### src/rtl/shift_iter.sv
// Iterative 16-bit shifter/rotator: applies the amount as 8/4/2/1 steps, one per cycle.
// start/busy/done handshake; out holds the last result until the next operation completes.
module shift_iter (
  input  logic        clk,
  input  logic        rst,
  input  logic        start,
  input  logic [15:0] in,
  input  logic [3:0]  cnt,
  input  logic [1:0]  op,
  output logic        busy,
  output logic        done,
  output logic [15:0] out
);

  typedef enum logic [1:0] {IDLE, SHIFT, DONE} state_t;

  state_t      state, state_nx;
  logic [15:0] data, data_nx;
  logic [3:0]  rem, rem_nx;
  logic [1:0]  opr, opr_nx;
  logic        load_out;
  logic [4:0]  step;
  logic [15:0] stepped;

  // Largest power of two still contained in the remaining amount
  always_comb begin
    if (rem[3])      step = 5'd8;
    else if (rem[2]) step = 5'd4;
    else if (rem[1]) step = 5'd2;
    else             step = 5'd1;
  end

  always_comb begin
    case (opr)
      2'b00:   stepped = (data << step) | (data >> (5'd16 - step));
      2'b01:   stepped = data << step;
      2'b10:   stepped = (data >> step) | (data << (5'd16 - step));
      default: stepped = data >> step;
    endcase
  end

  always_comb begin
    state_nx = state;
    data_nx  = data;
    rem_nx   = rem;
    opr_nx   = opr;
    load_out = 1'b0;
    case (state)
      IDLE: begin
        if (start) begin
          data_nx = in;
          rem_nx  = cnt;
          opr_nx  = op;
          if (cnt == 4'd0) begin
            state_nx = DONE;
            load_out = 1'b1;
          end else begin
            state_nx = SHIFT;
          end
        end
      end
      SHIFT: begin
        data_nx = stepped;
        rem_nx  = rem - step[3:0];
        // The last step edge is also the DONE entry edge, so out captures the final value here
        if (rem_nx == 4'd0) begin
          state_nx = DONE;
          load_out = 1'b1;
        end
      end
      DONE:    state_nx = IDLE;
      default: state_nx = IDLE;
    endcase
  end

  always_ff @(posedge clk) begin
    if (rst) begin
      state <= IDLE;
      data  <= 16'h0000;
      rem   <= 4'd0;
      opr   <= 2'b00;
      out   <= 16'h0000;
    end else begin
      state <= state_nx;
      data  <= data_nx;
      rem   <= rem_nx;
      opr   <= opr_nx;
      if (load_out) out <= data_nx;
    end
  end

  assign busy = (state != IDLE);
  assign done = (state == DONE);

endmodule
### config.mk
export PLATFORM = sky130hd
export DESIGN_NAME = shift_iter
export DESIGN_NICKNAME = d
export VERILOG_FILES = /design/src/rtl/shift_iter.sv
export SDC_FILE = /design/constraint.sdc
export NUM_CORES = 1
export LEC_CHECK = 0
export ABC_AREA = 1
export ABC_CLOCK_PERIOD_IN_PS = 7200
export BUFFER_PORTS_ARGS = -buffer_cell sky130_fd_sc_hd__buf_2
export CAP_MARGIN = 10
export CORE_UTILIZATION = 23
export DETAILED_ROUTE_END_ITERATION = 12
export PLACE_DENSITY_LB_ADDON = 0.1
export SLEW_MARGIN = 20
export SYNTH_ARGS = -nofsm -noshare
export SYNTH_HDL_FRONTEND = slang
export SYNTH_SLANG_ARGS = --single-unit
export TNS_END_PERCENT = 5
### constraint.sdc
create_clock -name clk -period 7.2 [get_ports clk]
set_input_delay 1.44 -clock clk [delete_from_list [all_inputs] [get_ports clk]]
set_output_delay 1.44 -clock clk [all_outputs]
set_load 0.02 [all_outputs]
==> Implementation_results.wiki <==
{| class="wikitable"
! Metric !! Value
|-
| Final net count || 633
|-
| Number of global-route vias before repair || 3829
|-
| Number of antenna violations at the first check in global routing || 0
|-
| Leakage || 1.89 nW
|-
| Required time of the critical path || 7.38 ns
|-
| Cts bufs inserted || 5
|-
| Depth of the worst register-to-register path || 15
|-
| Clock-pin slew on the worst setup and hold paths || 0.06 ns
|-
| Most frequent standard cell in the layout excluding fill and tap cells || nand2_1
|-
| Worst slew margin relative to its limit || 38.8%
|-
| Via count || 4009
|-
| Largest cells by area after synthesis || dfxtp_1, nand2_1, nand3_1
|-
| Post-cts resize count || 0
|-
| Count of antenna-violating nets left after detailed routing || 0
|-
| Setup TNS after final layout || 0 ns
|-
| Sw Share || 51.4%
|-
| RSZ-0062 raised after global routing || false
|-
| Combinational fraction of design power || 57.1%
|-
| Total net switching power || 633 uW
|-
| Beginning of the worst hold path || rem[0]
|-
| Area inside the core boundary || 0.0141 mm^2
|-
| Maximum buffer depth of the clock tree || 2
|-
| Detail-routed via count per cell || 5.11
|-
| Post-synthesis sequential element count || 40
|-
| Filler cell count || 1657
|-
| Clock latency on the worst-skew pair || 0.29 ns
|-
| Class of the tightest hold or removal check || reg -> reg
|-
| Arrival time at the worst endpoint || 4.06 ns
|-
| Proportion of netlist area held by the largest area contributor || 23.7%
|-
| Final worst slack || 3.33 ns
|-
| Worst hold path cell count || 2
|-
| Total of endpoints with negative setup slack in the final report || 0
|-
| CTS tree || yes
|-
| Sequential cell fraction of total power || 24.0%
|-
| Synthesized netlist net count || 611
|-
| Initial detailed-routing violation count || 348
|-
| Biggest fanout along the worst timing path || 40
|-
| Number of synthesized flops with an enable pin || 0
|-
| Initial cell density of the core || 24.0%
|-
| Synth cell types || 37
|-
| Average cell area after synthesis || 5.81 um^2
|-
| Number of instances in the synthesized netlist || 582
|-
| Pwr per Cell Area || 321 mW/mm^2
|-
| Post-detailed-routing wire length || 13500 um
|-
| Number of port buffers || 42
|-
| Reg-to-reg slack, setup || 3.33 ns
|-
| Cell Area, Synth || 0.00338 mm^2
|-
| Top library cells by usage in the layout, fill and taps aside || nand2_1, nand3_1, inv_1, buf_2, dfxtp_1
|-
| Wire length of the first global-routing pass || 21200 um
|-
| Ys flop type || dfxtp_1
|-
| Post-CTS Setup Inserts || 0
|-
| Routed wirelength normalized by instance count || 17.2 um
|-
| Highest clock frequency the design can meet || 0.258 GHz
|-
| Synth area leader || dfxtp_1
|-
| Final HPWL DP || 10300 um
|-
| H-tree levels || 2
|-
| Clock root buffer || clkbuf_16
|-
| Capturing element type of the critical path || flop
|-
| Total track usage || 18.5%
|-
| Number of hold-slack violations in the final timing report || 0
|-
| Worst Skew || 0.00493 ns
|-
| Ports || 43
|-
| Share of synthesized area occupied by flip-flops and latches || 23.7%
|-
| Critical Path Source Type || flop
|-
| Pin count of the biggest net entering global routing || 41
|-
| Crit Reg-Reg Startpoint || rem[3]
|-
| Shortest clock period the worst path allows after layout || 3.87 ns
|-
| Row count || 43
|-
| Kind of critical path || reg -> reg
|-
| Actual transition at the worst max-transition pin || 0.916 ns
|-
| Layout-stage area growth over the synthesis result || 13.4%
|-
| Run status || completed
|-
| Clock power share || 18.9%
|-
| Worst R2R End || out[5]
|-
| Post-route fraction of the period consumed by the critical path || 53.8%
|-
| Destination of the worst hold path || rem[0]
|-
| Count of unresolved DRC violations after routing || 0
|-
| Worst-case vdd ir drop || 0.0970 mV
|-
| Synth async-reset ratio || 0%
|-
| Internal power contribution || 599 uW
|-
| Last weighted congestion value of the routability-driven placer || 0.919
|-
| Die X-Extent || 123 um
|-
| Floorplan die area || 0.0152 mm^2
|-
| Drt pass-1 iters || 5
|-
| Final number of max-transition violations || 0
|-
| Clk sink count || 40
|-
| Share of layout cells above drive strength 1 || 12.4%
|-
| Chip Height || 123 um
|-
| Setup slack after placement || 3.04 ns
|-
| Global-route congestion overflow total || 0
|-
| Count of antenna diodes in the layout || 0
|-
| Number of buffers inserted by hold repair at cts || 0
|-
| Yosys warnings || 0
|-
| Count of max-cap constraint violations || 0
|}
## synthesized netlist by cell type (5+ instances only)
cell type / instances
a21oi_1: 15
a22oi_1: 9
a31oi_1: 11
buf_2: 10
buf_4: 6
clkbuf_1: 11
clkinv_1: 14
dfxtp_1: 40
inv_1: 63
inv_2: 5
nand2_1: 185
nand3_1: 106
nand4_1: 21
nor2_1: 16
o21ai_0: 12
o21ai_1: 20
## power by group through the flow
stage / logic, mW / registers (mW) / clock network (mW)
3_5_place_dp: 0.692 / 0.299 / 0
4_1_cts: 0.694 / 0.295 / 0.242
5_1_grt: 0.779 / 0.299 / 0.250
2_1_floorplan: 0.510 / 0.292 / 0
3_3_place_gp: 0.703 / 0.301 / 0
6_report: 0.703 / 0.296 / 0.233
## worst max-delay path, cell delays in order (launching register included)
cell,delay [ns]
dfxtp_1,0.30
buf_4,0.20
nor2_4,0.72
nand2_1,0.59
ha_1,0.69
clkinv_1,0.34
nand3_1,0.17
nand2_1,0.08
nand2_1,0.12
nand3_1,0.09
nand2_1,0.06
nand2_1,0.07
nand2_1,0.10
nand4_1,0.09
nand2_1,0.09
inv_1,0.03
## cell families after synthesis
kind of cell / count (synthesis) / synth area share (%)
adders and majority gates: 4 / 1.70
and+or+nand+nor: 349 / 47.3
buffers and inverters: 114 / 14.3
xor gates and xnor gates: 1 / 0.259
AOI/OAI and AO/OA: 74 / 12.7
DFF: 40 / 23.7
## sequential cells by signal, indices dropped and copies added (netlist names)
signal,count
data,16
rem,4
opr,2
out,16
state,2
## area by class of cell
cell class	count	area, um^2	share of cell area (%)
clock inverter	2	15.0	0.392
clock buffer	6	139	3.62
multi-input combinational	428	2100	54.8
inverter	84	320	8.36
sequential	40	801	20.9
tap	180	225	5.87
timing repair buffer	45	233	6.07
## stage by stage
step	utilization [%]	std cells	cell area [um^2]	hold WS [ns]	power (mW)
global placement	26.1	777	3680	0.485	1.00
finish	27.2	785	3830	0.495	1.23
CTS	27.2	785	3830	0.489	1.23
global route	27.2	785	3830	0.512	1.33
detailed placement	26.1	777	3680	0.480	0.991
floorplan	-	582	3380	0.454	0.801
## metal layers
layer | share of wire (%) | vias to the layer above | global-route usage, %
li1 | - | 1962 | -
met1 | 47 | 1842 | 26.2
met2 | 43 | 182 | 28.0
met3 | 7.3 | 23 | 3.51
met4 | 2.3 | 0 | 5.95
met5 | 0 | - | 0
## worst max-delay path by stage
stage              end    from  slack [ns]
2_1_floorplan  out[15]  cnt[3]        4.76
3_3_place_gp   out[15]  rem[3]        3.13
3_5_place_dp    out[6]  rem[3]        3.04
4_1_cts         out[6]  rem[3]        3.05
5_1_grt         out[5]  rem[3]        3.09
6_report        out[5]  rem[3]        3.33
Note: power is estimated with default switching activity, not from simulation.
